--- src/rtl/sc_note_fetch_sched.sv ---
`default_nettype none
// ============================================================================
// Module      : sc_note_fetch_sched
// Description : Shares a single-port song note ROM among the per-lane note
//               matchers. Each lane's request pulse is latched as pending,
//               lanes are served round-robin with one ROM access in flight,
//               and the fetched note time is handed to the lane together with
//               a one-cycle note_load pulse.
// Ports       : clk, rst_n           clock, asynchronous active-low reset
//               song_start           restart every lane at note index 0
//               lane_req             per-lane request pulses
//               rom_en/rom_addr      ROM read port, address {lane, index}
//               rom_data             ROM data, valid one cycle after rom_en
//               note_time            lane i next-note time at [18*i +: 18]
//               note_load            per-lane "note_time just updated" pulse
//               lane_done            sticky: lane returned END_MARK
//               busy                 FSM active or any request pending
//               req_drop             sticky: request lost to a pending lane
// Revision    : 1.0 - initial release
// ============================================================================
module sc_note_fetch_sched #(
  parameter int          NUM_LANES = 5,
  parameter int          LANE_W    = 3,
  parameter int          IDX_W     = 10,
  parameter logic [17:0] END_MARK  = 18'h3FFFF
) (
  input  logic                      clk,
  input  logic                      rst_n,
  input  logic                      song_start,
  input  logic [NUM_LANES-1:0]      lane_req,
  output logic                      rom_en,
  output logic [LANE_W+IDX_W-1:0]   rom_addr,
  input  logic [17:0]               rom_data,
  output logic [18*NUM_LANES-1:0]   note_time,
  output logic [NUM_LANES-1:0]      note_load,
  output logic [NUM_LANES-1:0]      lane_done,
  output logic                      busy,
  output logic                      req_drop
);

  typedef enum logic [1:0] {
    S_IDLE    = 2'd0,
    S_READ    = 2'd1,
    S_CAPTURE = 2'd2
  } state_t;

  state_t               state;
  logic [NUM_LANES-1:0] pending;
  logic [IDX_W-1:0]     ptr [NUM_LANES];
  logic [LANE_W-1:0]    rr_ptr;
  logic [LANE_W-1:0]    g;          // lane owning the in-flight access

  logic [NUM_LANES-1:0] cap_mask;
  logic                 grant_found;
  logic [LANE_W-1:0]    grant_lane;
  logic [LANE_W:0]      cand_sum;
  logic                 collide;

  // The lane being captured this cycle; its pending bit clears unless a new
  // request for it arrives in the same cycle (set beats clear).
  always_comb begin
    cap_mask = '0;
    if (state == S_CAPTURE) cap_mask[g] = 1'b1;
  end

  assign collide = |(lane_req & pending & ~cap_mask);

  // Round-robin search: scan offsets from the far end down so the lane closest
  // to rr_ptr (wrapping) is the one left in grant_lane.
  always_comb begin
    grant_found = 1'b0;
    grant_lane  = '0;
    cand_sum    = '0;
    for (int off = NUM_LANES - 1; off >= 0; off--) begin
      cand_sum = {1'b0, rr_ptr} + (LANE_W+1)'(off);
      if (cand_sum >= (LANE_W+1)'(NUM_LANES))
        cand_sum = cand_sum - (LANE_W+1)'(NUM_LANES);
      if (pending[cand_sum[LANE_W-1:0]]) begin
        grant_found = 1'b1;
        grant_lane  = cand_sum[LANE_W-1:0];
      end
    end
  end

  assign busy = (state != S_IDLE) || (|pending);

  always_ff @(posedge clk or negedge rst_n) begin
    if (!rst_n) begin
      state     <= S_IDLE;
      pending   <= '0;
      for (int i = 0; i < NUM_LANES; i++) ptr[i] <= '0;
      note_time <= {NUM_LANES{END_MARK}};
      note_load <= '0;
      lane_done <= '0;
      rom_en    <= 1'b0;
      rom_addr  <= '0;
      req_drop  <= 1'b0;
      rr_ptr    <= '0;
      g         <= '0;
    end else if (song_start) begin
      // Abort any in-flight access; the ROM data it returns is never captured
      // because the FSM is back in IDLE.
      state     <= S_IDLE;
      pending   <= '1;
      for (int i = 0; i < NUM_LANES; i++) ptr[i] <= '0;
      note_time <= {NUM_LANES{END_MARK}};
      note_load <= '0;
      lane_done <= '0;
      rom_en    <= 1'b0;
      req_drop  <= 1'b0;
      rr_ptr    <= '0;
    end else begin
      note_load <= '0;
      pending   <= (pending & ~cap_mask) | lane_req;
      if (collide) req_drop <= 1'b1;

      case (state)
        S_IDLE: begin
          if (grant_found) begin
            g        <= grant_lane;
            rom_addr <= {grant_lane, ptr[grant_lane]};
            rom_en   <= 1'b1;
            state    <= S_READ;
          end
        end
        S_READ: begin
          rom_en <= 1'b0;
          state  <= S_CAPTURE;
        end
        S_CAPTURE: begin
          note_time[18*g +: 18] <= rom_data;
          note_load[g]          <= 1'b1;
          rr_ptr <= (g == LANE_W'(NUM_LANES - 1)) ? '0 : g + LANE_W'(1);
          if (rom_data == END_MARK)
            lane_done[g] <= 1'b1;
          else if (ptr[g] != '1)
            ptr[g] <= ptr[g] + IDX_W'(1);  // saturated lane re-reads last entry
          state <= S_IDLE;
        end
        default: state <= S_IDLE;
      endcase
    end
  end

endmodule
`default_nettype wire
--- config.mk ---
export PLATFORM = sky130hd
export DESIGN_NAME = sc_note_fetch_sched
export DESIGN_NICKNAME = d
export VERILOG_FILES = /design/src/rtl/sc_note_fetch_sched.sv
export SDC_FILE = /design/constraint.sdc
export NUM_CORES = 1
export LEC_CHECK = 0
export CORE_ASPECT_RATIO = 1.5
export CORE_UTILIZATION = 57
export CTS_CLUSTER_SIZE = 16
export DETAILED_ROUTE_END_ITERATION = 10
export PLACE_DENSITY_LB_ADDON = 0.3
export SLEW_MARGIN = 20
export SYNTH_ARGS = -nofsm -noshare
export SYNTH_HDL_FRONTEND = slang
export SYNTH_SLANG_ARGS = --single-unit
--- constraint.sdc ---
create_clock -name clk -period 5.1 [get_ports clk]
set_input_delay 1.02 -clock clk [delete_from_list [all_inputs] [get_ports clk]]
set_output_delay 1.02 -clock clk [all_outputs]
set_load 0.02 [all_outputs]
Word level (Yosys, flattened, before mapping)
Cells that the tools add are included.

Add/subtract/negate cells: 12. $mul: 1. $lt $le $gt $ge: 15. Equality and inequality tests: 7. Shifts and indexed selects: 2. Mux-type cells: 60. Bitwise logic cells: 9. Reduce and logical (&&, ||, !) cells: 16.

Operators with widths (number): 50-bit 2-to-1 mux (4); 90-bit 2-to-1 mux (2); 90-bit bitwise mux (1); 18-bit by 34-bit variable shift with 90-bit output (first input constant) (1); 18-bit by 34-bit variable part select with 90-bit output (1); 10-bit binary-select mux with 3-bit select (2); 50-bit bitwise mux (1); 10-bit 2-to-1 mux (5); 3-bit 2-to-1 mux (13); 8-bit negator with 34-bit output (1); 10-bit demux with 3-bit select (1); 5-bit 2-to-1 mux (6); 3-bit by 4-bit < comparator with 1-bit output (second input constant) (6); 18-bit == test (second input constant) (1); 4-bit by 3-bit greater-or-equal comparator with 1-bit output (second input constant) (4); 5-bit AND (3); 1-bit binary-select mux with 3-bit select (5); 1-bit 2-to-1 mux (15); 3-bit subtractor (second input constant) (5); 10-bit by 1-bit adder with 10-bit output (second input constant) (1); 10-bit != test (second input constant) (1); 5-bit OR (2); 2-bit nonzero test (5); 5-bit OR reduction (2); other kinds (27) (34).

Bits in registers: 178. Input bits: 26. Output and inout bits: 116. Logic and storage cells: 137.

Longest topological paths before layout
Gate-level depths: netlist (run 1).

Depth after elaboration: 14. Depth in mapped cells: 19. Mapped depth without buffers: 15.

Worst setup path before layout (run 1)
OpenSTA, ideal clock, no wires.

Kind: register to register. Start point: register rr_ptr[0]. End point: register rom_addr[4]. Library setup time: 0.136 ns. Arrival time: 3.776 ns. Required time: 4.964 ns. Setup slack: 1.187 ns. Cell stages (with the launch flop): 19. Path buffers: 4. Path through: dfrtp_1 -> buf_4 -> clkinv_1 -> clkbuf_1 -> ha_1 -> inv_1 -> fa_1 -> clkbuf_1 -> a2111oi_1 -> a221oi_1 -> a311o_1 -> nor4_2 -> and4_1 -> or2_4 -> inv_8 -> buf_4 -> or2_1 -> o31ai_1 -> a211oi_2.

Word-level cells in the longest chain between the ends: 14. Elaborated cells between the ends (all ways): 44. Those cells by class: add/sub: 9; order compare: 5; mux: 28; bitwise: 1; reduce/logical: 1.

Ends and longest elaborated chain: start, declared (RTL line 50) `logic [LANE_W-1:0] rr_ptr;`; start signal, assigned (RTL line 133) `rr_ptr <= (g == LANE_W'(NUM_LANES - 1)) ? '0 : g + LANE_W'(1);`; 3-bit by 3-bit adder with 4-bit output (RTL line 75) `cand_sum = {1'b0, rr_ptr} + (LANE_W+1)'(off);`; 4-bit by 3-bit greater-or-equal comparator with 1-bit output / 3-bit subtractor (equally long branches) (RTL line 76, 77); 3-bit 2-to-1 mux (RTL line 76) `if (cand_sum >= (LANE_W+1)'(NUM_LANES))`; 1-bit binary-select mux with 3-bit select (RTL line 78) `if (pending[cand_sum[LANE_W-1:0]]) begin`; 1-bit 2-to-1 mux (not written as such) (RTL line 78); 3-bit 2-to-1 mux (5 in series) (RTL line 78); 3-bit NOT with 4-bit output (not written as such) (RTL line 121) `rom_addr <= {grant_lane, ptr[grant_lane]};`; 10-bit binary-select mux with 3-bit select (RTL line 121); 10-bit 2-to-1 mux (not written as such) (2 in series) (RTL line 121); end signal, assigned (RTL line 121); end, declared (RTL line 32) `output logic [LANE_W+IDX_W-1:0] rom_addr,`.

Several ways; a longest one is shown, not always the timed one. The select of a mux whose other input is x is not followed. A chain may end at the register's enable or synchronous reset.

==> results.md, run 1 <==
- For this block, the initial DRC count from the detailed router was 1232.
- The effective utilization at floorplan is around 59%.
- The repair_antennas step left the layout with diodes totalling 0.
- The post-detailed-route via-to-cell ratio is 6.74.
- The TritonCTS clock tree is yes.
- The max-slew violation count came to 0.
- STA puts the critical path data arrival time at between 4 and 5 ns.
- For this run, asynchronously set or reset flops after synthesis account for 100%.
- The net count of the mapped netlist is 1322.
- The post-detailed-route count of antenna-violating nets is 0.
- The die outline area is around 0.020 mm².
- The switching power total is between 0.0015 and 0.002 W.
- The cell count of the worst reg-to-reg path is 12.
- For the worst setup path, the data required time is 5.40 ns.
- In this run the tightest slew margin relative to its limit is a little under two fifths.
- The worst-path maximum fanout is 16.
- The number of antenna violations at the first check in global routing was 0.
- Compared with the post-synthesis result, the final layout area differs by 19.7%.
- Setup violations remaining at the end of the flow were counted as 0.
- The beginning of the worst register-to-register path is rom_addr[12].
- The number of distinct standard cells referenced by the synthesized netlist is just under 90.
- Static timing analysis puts the maximum clock frequency at between 0.2 and 0.25 GHz.
- Detailed routing inserted a total of between 10000 and 15000 vias.
- Among all flip-flop cells after synthesis, the most frequent one is dfstp_2.
- Counting flops with a built-in enable in the synthesized netlist gives 0.
- Of the total power, the clock network draws between 20% and 30%.
- The global routing usage on met3 is under 10%.
- Summing internal, switching and leakage power gives about 0.0048 W.
- Clock-pin slew was measured on the worst setup and hold paths at ~0.070 ns.
- The number of placement rows is 62.
- In the synthesized netlist, the number of instances is between 1000 and 1500.
- The die is around 170 µm tall.
- Sequential elements use 39.6% of the synthesized area.
- The count of warnings emitted by yosys is 0.
- The post-cts gate resize count is 0.
- VDD sags by at most around 0.25 mV.
- The all-layer global routing usage is between 40% and 50%.
- The global-route wire length before repair is between 60 and 70 mm.
- Of the total power, combinational logic draws about two fifths.
- The maximum number of pins on one net before global-route repair is ~100.
- The run finished with clean final reports.
- Of the total power, the share spent switching nets is between 40% and 50%.
- The met2 usage is about two thirds.
- In this run the worst setup path terminates at ptr[9].
- Global routing consumed, on the met1 layer, around 47% of the routing resources.
- The reported max-cap violation count is 0.
- After global routing the overflow that remains totals 0.
- The placed wire-length estimate is 29.2 mm.
- The via count of the first global-routing pass is around 11000.
- Setup repair after global routing left no endpoint under its margin.
- In this run the worst setup path begins at rom_addr[12].
- The worst register-to-register path has a setup slack of around 0.7 ns.
- The synthesized area per cell is 8.87 µm².
- The element type at the critical path start is a flip-flop.
- The actual slew at the worst max-slew pin is roughly 0.95 ns.
- The routability congestion estimate is between 1 and 1.5.
- Buffers placed on the I/O ports in this run total between 100 and 150.
- The final critical delay including setup and external delays is 4.40 ns.
- The count of TritonRoute iterations in the first routing pass is 6.
- The endpoint identified for the worst register-to-register timing path is ptr[9].
- The detailed-route wire length per cell is 24.6 µm.
- The total setup buffers inserted after CTS is 0.
- After routing the design area is about 0.014 mm².
- In this run the worst hold path is classified as reg2reg.
- The total detailed-routing wirelength is 40.9 mm.
- The area of placed instances is approximately 0.013 mm².
- CTS saw between 150 and 200 sinks.
- Pin placement for this block handled roughly 140 I/O pins.
- In this run the cell area of the synthesized design comes to 0.0113 mm².
- The count of final hold-check violations is 0.
- The final clock skew is ~0.0091 ns.
- The most used routing layer is met2.
- The total negative setup slack is 0 ns.
- For this design, the CTS-stage hold fixing added 0 buffers.
- The areal power density over the cells is 354 mW/mm².
- In this run the static leakage power is roughly 5.3 nW.
- The depth of the CTS H-tree is 4.
- Sequential cells burn between 30% and 40% of the power.
- Cell internal power was estimated by the tool at between 0.002 and 0.003 W.
- Clock tree synthesis selected as its root buffer the cell clkbuf_16.
- For the worst-skew pair, the clock arrives at the later sink with an insertion delay of roughly 0.44 ns.
- For this run, design rule violations remaining after detail routing come to 0.
- The final cycle utilization of the critical path is a little under nine tenths.
- The area of the core is around 0.019 mm².
- The net total in the final layout is approximately 1400.
- The element type at the critical path end is a flip-flop.
- The critical path is of the reg2reg type.
- The flip-flop and latch count after synthesis is between 150 and 200.
- The post-route netlist has between 10% and 20% of its cells at a drive strength greater than 1.
- The x dimension of the die is approximately 120 µm.
- The maximum clock path buffer count is 2.
- The CTS buffer count is 17.
-- cell families (layout without fill, tap and decap cells) --
logic type | after synthesis | count (layout) | share of synthesized area [%]
flops | 175 | 175 | 39.6
mux | 122 | 122 | 11.4
buf+inv | 127 | 253 | 4.67
xor+xnor | 13 | 13 | 1.00
simple gates | 451 | 451 | 18.1
compound gates | 376 | 376 | 23.4
fa+ha+maj | 16 | 16 | 1.83
-- worst max-delay path: stages (launching register included) --
cell      delay, ns
dfrtp_1        0.78
buf_4          0.31
nand2b_1       0.41
nor2_1         0.19
a221oi_1       0.60
nor4_1         0.19
and2_1         0.24
a31oi_1        0.25
buf_4          0.23
nor2b_1        0.48
buf_4          0.28
mux2i_1        0.23
nor2_1         0.06
-- cell usage after synthesis (25+ instances only) --
master	number	area (µm²)
nor2_1	166	623
nand2_1	144	541
dfstp_2	90	2360
a21oi_1	87	435
mux2i_1	86	861
dfrtp_1	85	2130
o21ai_0	82	410
clkbuf_1	60	225
mux2_2	34	383
inv_1	31	116
o211ai_1	31	233
nor3_1	25	125
-- routing by layer --
metal  wire [µm]  up-vias
li1            -     4897
met1       14500     5421
met2       20200      691
met3        2800      188
met4        3410        0
met5           0        -
-- registers in the layout (all words and copies together), names as in the netlist --
| signal | count |
|---|---|
| pending | 5 |
| rr_ptr | 3 |
| note_time | 90 |
| req_drop | 1 |
| state | 2 |
| lane_done | 5 |
| rom_addr | 13 |
| rom_en | 1 |
| ptr | 50 |
| note_load | 5 |
-- placed cells by master, fill, tap and decap left out, drive strengths merged, types with 5 or more instances in the layout --
cell type | netlist | routed
nor2 | 167 | 167
nand2 | 144 | 144
clkdlybuf4s50 | 0 | 139
dfstp | 90 | 90
a21oi | 88 | 88
mux2i | 86 | 86
dfrtp | 85 | 85
o21ai | 85 | 85
buf | 29 | 45
a211oi | 39 | 39
inv | 32 | 37
mux2 | 34 | 34
o211ai | 33 | 33
nor3 | 27 | 27
clkbuf | 61 | 22
nand3 | 21 | 21
nor2b | 15 | 15
o31ai | 15 | 15
ha | 15 | 15
and2 | 14 | 14
a221o | 13 | 13
a22oi | 12 | 12
or2 | 12 | 12
a221oi | 11 | 11
xnor2 | 10 | 10
nor4 | 10 | 10
clkinv | 5 | 8
nand2b | 7 | 7
a211o | 7 | 7
o22ai | 7 | 7
or3 | 7 | 7
a22o | 6 | 6
a32oi | 6 | 6
a31oi | 6 | 6
nand4 | 6 | 6
and3 | 6 | 6
a21o | 5 | 5
-- worst min path at each step --
| stage | startpoint | cells past startpoint | slack, ns | to |
|---|---|---|---|---|
| 2_1_floorplan | ptr[48] | 2 | 0.50 | ptr[48] |
| 3_3_place_gp | note_time[25] | 2 | 0.46 | note_time[25] |
| 3_5_place_dp | note_time[25] | 2 | 0.47 | note_time[25] |
| 4_1_cts | note_time[67] | 2 | 0.49 | note_time[67] |
| 5_1_grt | note_time[67] | 2 | 0.51 | note_time[67] |
| 6_report | note_time[67] | 2 | 0.48 | note_time[67] |
-- through the flow --
step	utilization, %	setup WS (ns)	hold WS [ns]	cells
after global routing	70.4	0.518	0.513	1662
after global placement	67.5	0.931	0.465	1630
after detailed placement	67.5	0.867	0.472	1630
after CTS	70.4	0.785	0.488	1662
after floorplan	-	1.19	0.498	1280
final	70.4	0.701	0.483	1662
-- layout make-up --
cell class                      instances  area (µm²)
Multi-Input combinational cell        978        6330
Fill cell                            1498        5730
Sequential cell                       175        4490
Timing Repair Buffer                  184        1750
Clock buffer                           22         475
Tap cell                              256         320
Inverter                               37         146
Clock inverter                         10        76.3
-- power by group through the flow --
stage / sequential, W / combinational, W / clock (W)
floorplan: 0.00175 / 0.00100 / 0
global placement: 0.00164 / 0.00186 / 0
detailed placement: 0.00164 / 0.00187 / 0
CTS: 0.00162 / 0.00188 / 0.00125
global route: 0.00163 / 0.00204 / 0.00130
finish: 0.00162 / 0.00195 / 0.00125
Power figures use the tool's default switching activity.
==> run 2, diff against run 1 <==
--- a/config.mk
+++ b/config.mk
@@ -5,10 +5,13 @@
 export SDC_FILE = /design/constraint.sdc
 export NUM_CORES = 1
 export LEC_CHECK = 0
+export CELL_PAD_IN_SITES_DETAIL_PLACEMENT = 0
+export CELL_PAD_IN_SITES_GLOBAL_PLACEMENT = 1
 export CORE_ASPECT_RATIO = 1.5
-export CORE_UTILIZATION = 57
+export CORE_UTILIZATION = 43
 export CTS_CLUSTER_SIZE = 16
 export DETAILED_ROUTE_END_ITERATION = 10
+export HOLD_SLACK_MARGIN = 0.12
 export PLACE_DENSITY_LB_ADDON = 0.3
 export SLEW_MARGIN = 20
 export SYNTH_ARGS = -nofsm -noshare
==> results.md, run 2 (synthesis gave the netlist of run 1 again) <==
- The number of cells traversed by the worst hold path is 2.
- The die covers between 0.02 and 0.03 mm².
- The normalized max-slew margin is 32.8%.
- The static leakage power is roughly 5.4 nW.
- The die height is 201 µm.
- The number of instances in the placed design is roughly 1700.
- The run finished with clean final reports.
- Once routing completed, OpenROAD measured the worst setup slack at around 1.0 ns.
- The number of sinks on the clock net is ~180.
- The count of TritonRoute iterations in the first routing pass is 6.
- The routability congestion estimate is roughly 1.0.
- The highest clock frequency the design can meet is 0.247 GHz.
- The number of cells on the worst reg-to-reg path is 12.
- TritonCTS built the clock tree.
- After detailed routing, the number of vias per cell comes to between 6 and 7.
- The tightest min-delay check is of the reg2reg type.
- The number of flip-flops under the largest register name is 90.
- The worst-case IR drop observed on VDD is around 0.26 mV.
- Once layout is complete, the cells apart from fillers number around 1700.
- The total via count after detailed routing is between 10000 and 15000.
- The CTS buffer count is 17.
- The max-slew violation count is 0.
- The worst path uses approximately four fifths of the clock period.
- Relative to the synthesized area, the layout overhead comes to 21.0%.
- The top register by number of flip-flops is note_time.
- The count of final hold-check violations is 0.
- The start point of the worst hold path is note_time[4].
- The overflow left after global routing is 0.
- The root buffer cell chosen for the clock tree is clkbuf_16.
- Across the run, the number of max-cap violations was 0.
- The startpoint identified for the worst register-to-register timing path is rr_ptr[1].
- The number of buffer cells added on primary ports is roughly 140.
- The maximum clock path buffer count is 2.
- The post-detailed-route count of antenna-violating nets is 0.
- The worst-path maximum fanout is 15.
- Once the floorplan was initialized, standard cells occupied a little over two fifths of the core.
- The boundary pin count is 142.
- The clock network latency to the later pin of the worst-skew pair is between 0.4 and 0.5 ns.
- The setup slack on the worst flop-to-flop path is approximately 1.0 ns.
- After detailed placement, the total cell area comes to around 0.013 mm².
- After routing the design area is 0.0137 mm².
- The final setup violation count is 0.
- The endpoint of the lowest-slack register-to-register path is rom_addr[8].
- The worst setup path is launched from a flip-flop.
- The via count of the first global-routing pass is about 11000.
- The data arrival time of the critical path is between 4 and 5 ns.
- The worst setup slack before clock tree synthesis is roughly 1.1 ns.
- After clock tree synthesis, the repair step resized 0 gates.
- The net total in the final layout is around 1400.
- The total negative setup slack is 0 ns.
- The first global-routing pass estimated 63.6 mm of wire.
- The count of hold buffers inserted by post-cts repair is 0.
- The area of the core is roughly 0.026 mm².
- Setup repair after global routing left no endpoint under its margin.
- Once the clock tree was built, the setup fixing pass inserted 0 buffers.
- The element type at the critical path end is a flip-flop.
- Row generation in the floorplan step produced a little over 70 rows.
- The remaining routing DRC violations is 0.
- The wire-length estimate of the detail-placed layout is roughly 30 mm.
- The repair_antennas step left the layout with diodes totalling 0.
- The all-layer global routing usage is approximately 31%.
- Leaving out fill and tap cells, the most frequent cells in the layout are nor2_1, nand2_1, clkdlybuf4s50_1, dfstp_2, a21oi_1.
- In this run the horizontal extent of the chip is 135 µm.
- The post-CTS clock slew at the launch and capture registers of the worst setup and hold paths is 0.07 ns.
- Entering global routing, the biggest net connects between 100 and 150 pins.
- The depth of the CTS H-tree is 4.
- The final clock skew is roughly 0.012 ns.
- Dividing the detail-routed wire length by the instance count gives 23.8 µm.
- The library cell used most frequently in the layout, excluding fill and tap cells, is nor2_1.
- The number of antenna violations at the first check in global routing was 0.
- Cells with a size suffix above 1 make up between 15 and 20% of the layout.
- The DRC marker count from the first detailed-route iteration is ~990.
- In this run the power density over the cells is approximately 350 mW/mm².
- The final critical delay including setup and external delays is 4.05 ns.
- The critical path class is reg2reg.
- STA puts the critical path data required time at ~5.4 ns.
- The routed design has about 41 mm of wire.
- The actual slew at the worst max-slew pin is 1.01 ns.
- The path with the worst hold slack has its endpoint at note_time[4].
- In the final layout, the registers with the most flip-flops are note_time (90), ptr (50), rom_addr (13).
run 2: cell types whose count changed in the layout (fill, tap and decap cells not counted), sizes merged:
cell	before	now
bufinv	0	1
clkbuf	22	21
clkinv	8	11
clkinvlp	2	0
buf	45	46
run 2: worst max path at each step:
| stage | startpoint | end | slack [ns] | cells after the start |
|---|---|---|---|---|
| 3_3_place_gp | rr_ptr[1] | rom_addr[7] | 1.13 | 12 |
| 3_5_place_dp | rr_ptr[1] | rom_addr[8] | 1.05 | 12 |
| 5_1_grt | rr_ptr[1] | rom_addr[6] | 0.73 | 12 |
| 2_1_floorplan | rr_ptr[0] | rom_addr[4] | 1.19 | 18 |
| 4_1_cts | rr_ptr[1] | rom_addr[8] | 1.05 | 12 |
| 6_report | rr_ptr[1] | rom_addr[8] | 1.05 | 12 |
run 2: layer usage:
| layer | global-route usage, % | vias up | wire length, µm |
|---|---|---|---|
| li1 | - | 4891 | - |
| met1 | 34.9 | 5293 | 15400 |
| met2 | 54.2 | 408 | 21400 |
| met3 | 4.39 | 133 | 1900 |
| met4 | 20.2 | 0 | 2670 |
| met5 | 0 | - | 0 |
run 2: where the power goes:
part	switching [W]	total (W)	internal, W
clock	0.000611	0.00133	0.000714
combinational	0.00129	0.00193	0.000639
sequential	0.0000725	0.00162	0.00154
total	0.00198	0.00487	0.00290
run 2: layout make-up:
class	instances	area [µm²]
tap	333	417
timing repair buffer	186	1760
clock inverter	12	129
multi-input combinational	978	6330
fill	2467	12100
sequential	175	4490
inverter	37	146
clock buffer	20	457
run 2: per-stage QoR:
step                      power (W)  utilization (%)  hold WS [ns]
after floorplan             0.00275                -         0.498
after global placement      0.00353             50.9         0.463
after detailed placement    0.00352             50.9         0.477
after CTS                   0.00486             53.1         0.487
after global routing        0.00505             53.1         0.507
final                       0.00487             53.1         0.483
run 2: worst max-delay path: stages, from the launching register on:
cell and delay [ns]:
dfrtp_1 0.37, inv_1 0.24, ha_1 0.27, ha_1 0.31
a21oi_1 0.37, a21oi_1 0.08, or3_1 0.36, o21ai_1 0.30
a311o_1 0.60, a21o_1 0.45, buf_12 0.23, mux2i_1 0.24
a211oi_2 0.09
==> run 3, diff against run 2 <==
==> constraint.sdc (replaced) <==
create_clock -name clk -period 4.1 [get_ports clk]
set_input_delay 0.82 -clock clk [delete_from_list [all_inputs] [get_ports clk]]
set_output_delay 0.82 -clock clk [all_outputs]
set_load 0.02 [all_outputs]
==> results.md, run 3 (synthesis gave the netlist of run 1 again) <==
- The worst-path maximum fanout is 16.
- The final antenna diode count is 0.
- The top register by number of flip-flops is note_time.
- Tracing the worst setup path back leads to its startpoint at rr_ptr[1].
- STA puts the critical path data required time at 4.45 ns.
- The clock tree synthesis step divided the H-tree into 4 levels.
- In the layout the commonest cells are nor2_1, nand2_1, clkdlybuf4s50_1, dfstp_2, a21oi_1.
- Following the worst setup path forward leads to its endpoint at rom_addr[0].
- The final setup slack of the worst path is 0.394 ns.
- The post-detailed-route via-to-cell ratio is slightly above 6.
- The critical path's largest stage delay is 0.45 ns.
- In this run the critical register-to-register path is launched from rr_ptr[1].
- The overflow left after global routing is 0.
- The number of setup buffers added after CTS is 0.
- The flow ran to the end, and the final reports show no timing, DRC or antenna violations.
- The max-slew violation count is 0.
- The number of cells on the worst reg-to-reg path is 13.
- The die covers 0.0271 mm².
- The floorplan has 72 rows.
- The detailed-route wire length per cell is roughly 24 µm.
- The actual slew at the worst max-slew pin is between 0.9 and 1 ns.
- Global routing used 32.1% of the available tracks.
- The placed wire-length estimate is 32.0 mm.
- Summed over all cells, the static leakage comes to between 5 and 6 nW.
- For this configuration, the core starts out at a cell density of a little over two fifths.
- The cell family with the largest share of critical-path delay is compound AO/OA/AOI/OAI gates.
- Counting along the longest clock path gives a buffer depth of 2.
- The number of antenna violations at the first check in global routing came to 0.
- At the later pin of the worst-skew pair, clock insertion delay measures ~0.44 ns.
- Setup repair after global routing left no endpoint under its margin.
- The most frequent standard cell in the layout excluding fill and tap cells is nor2_1.
- The slowest stage of the critical path is the dfrtp_1 cell.
- The maximum resistive drop on vdd is 0.388 mV.
- The worst register-to-register path ends at rom_addr[0].
- Data on the critical path arrives at its endpoint at slightly above 4 ns.
- The post-CTS clock slew at the launch and capture registers of the worst setup and hold paths is around 0.070 ns.
- The setup check on the worst reg-to-reg path leaves a slack of between 0.3 and 0.4 ns.
- The number of buffer cells added on primary ports is about 140.
- The final layout contains 1468 nets.
- In the routed design, unresolved DRC markers number 0.
- For this block, the routed nets add up to 42.7 mm of wire.
- Setup violations remaining at the end of the flow were counted as 0.
- The number of sinks on the clock net is between 150 and 200.
- The die height is around 200 µm.
- After detailed placement, the total cell area comes to approximately 0.013 mm².
- The total area inside the core boundary comes to between 0.02 and 0.03 mm².
- The x dimension of the die is ~130 µm.
- In the final layout, the registers with the most flip-flops are note_time (90), ptr (50), rom_addr (13).
- The element type at the critical path start is a flip-flop.
- Clock tree synthesis inserted a total of 17 buffers.
- roughly 140 I/O pins were placed.
- The number of flip-flops under the largest register name is 90.
- The reported max-cap violation count is 0.
- The worst setup slack before clock tree synthesis is 0.262 ns.
- Routability-driven placement finished with a final weighted congestion of 0.982.
- Derived from the worst setup path, the maximum achievable clock frequency is around 0.27 GHz.
- The normalized max-slew margin is between 30% and 40%.
- Counting I/O delays and the setup requirement, the final critical path takes around 3.7 ns.
- The via count of the first global-routing pass is between 10000 and 15000.
- The areal power density over the cells is between 400 and 500 mW/mm².
- The count of TritonRoute iterations in the first routing pass is 8.
- The critical path depth in cells is 13.
- The worst min-delay path category is in2async.
- Detailed routing inserted a total of ~11000 vias.
- The number of buffers and inverters on the critical path is 2.
- The tree is rooted in a clkbuf_16.
- The signal on the critical path passes through ha_1, inv_1, fa_2, or2_1, a211o_1, a311o_1, nor4_2, and4_1, or2_4, inv_8, o211ai_4, a211oi_1, a211oi_1.
- The DRC marker count from the first detailed-route iteration is 865.
- TritonCTS built the clock tree.
- The fill cell total of the finished layout is 2476.
- The first global-routing pass estimated around 65 mm of wire.
- Cells with a size suffix above 1 make up between 10% and 20% of the layout.
- The count of final hold-check violations is 0.
- The critical path in this run is classified as reg2reg.
- Of the available clock period, the critical path in the final layout requires between 90% and 100%.
- Entering global routing, the biggest net connects 81 pins.
- The most numerous cell type found on the critical path is a211oi_1.
- The total negative setup slack is 0 ns.
- The element type at the critical path end is a flip-flop.
- On the final layout, the worst clock skew is 0.0119 ns.
- The count of nets left with antenna violations once routing finished came out at 0.
- After routing the design area is 0.0140 mm².
- Compared with the post-synthesis result, the final layout area differs by 23.4%.
==> run 3: report_power, final <==
part           leakage (nW)  switching, W  total, W  internal (W)
Sequential             2.08     0.0000900   0.00201       0.00192
Combinational          3.14       0.00168   0.00258      0.000898
Clock                 0.301      0.000741   0.00168      0.000942
==> run 3: worst min-delay path by stage <==
stage	from	endpoint	slack [ns]	cells after the start
6_report	rst_n	rr_ptr[2]	0.40	1
5_1_grt	rst_n	rr_ptr[2]	0.46	1
4_1_cts	rst_n	rr_ptr[2]	0.44	1
3_5_place_dp	note_time[25]	note_time[25]	0.48	2
3_3_place_gp	note_time[25]	note_time[25]	0.46	2
2_1_floorplan	ptr[48]	ptr[48]	0.50	2
==> run 3: through the flow <==
stage / hold slack (ns) / total power (W) / cells / util [%]
after global routing: 0.457 / 0.00652 / 1772 / 54.2
after detailed placement: 0.477 / 0.00455 / 1740 / 51.8
after global placement: 0.463 / 0.00456 / 1740 / 51.8
final: 0.404 / 0.00627 / 1772 / 54.2
after CTS: 0.441 / 0.00626 / 1772 / 54.1
after floorplan: 0.498 / 0.00342 / 1280 / -
==> run 3: what timing repair did <==
item,CTS,global route
resized for setup,0,3
endpoints found under the setup margin,0,10
hold buffers,0,0
==> run 3: final cells by class <==
class / instances / area (µm²) / share of cell area (%)
multi-input cells: 978 / 6340 / 45.3
repair buffers: 217 / 2010 / 14.3
inverters: 37 / 146 / 1.04
flip-flops and latches: 175 / 4490 / 32.1
clock inverters: 11 / 115 / 0.822
clock buffers: 21 / 493 / 3.52
well taps: 333 / 417 / 2.97
==> run 3: layer usage <==
metal  global-route usage [%]  routed length, µm  vias to the layer above
met5                        0                  0                        -
met4                     21.3               2710                        0
met3                     3.84               1680                      124
met2                     56.8              22300                      411
met1                     35.7              16000                     5287
li1                         -                  -                     4956
==> run 3: worst reg2reg max path, cell delays in order (launching register included) <==
cell      delay, ns
dfrtp_1        0.45
ha_1           0.20
inv_1          0.06
fa_2           0.45
or2_1          0.30
a211o_1        0.32
a311o_1        0.38
nor4_2         0.29
and4_1         0.27
or2_4          0.27
inv_8          0.09
o211ai_4       0.24
a211oi_1       0.09
a211oi_1       0.22
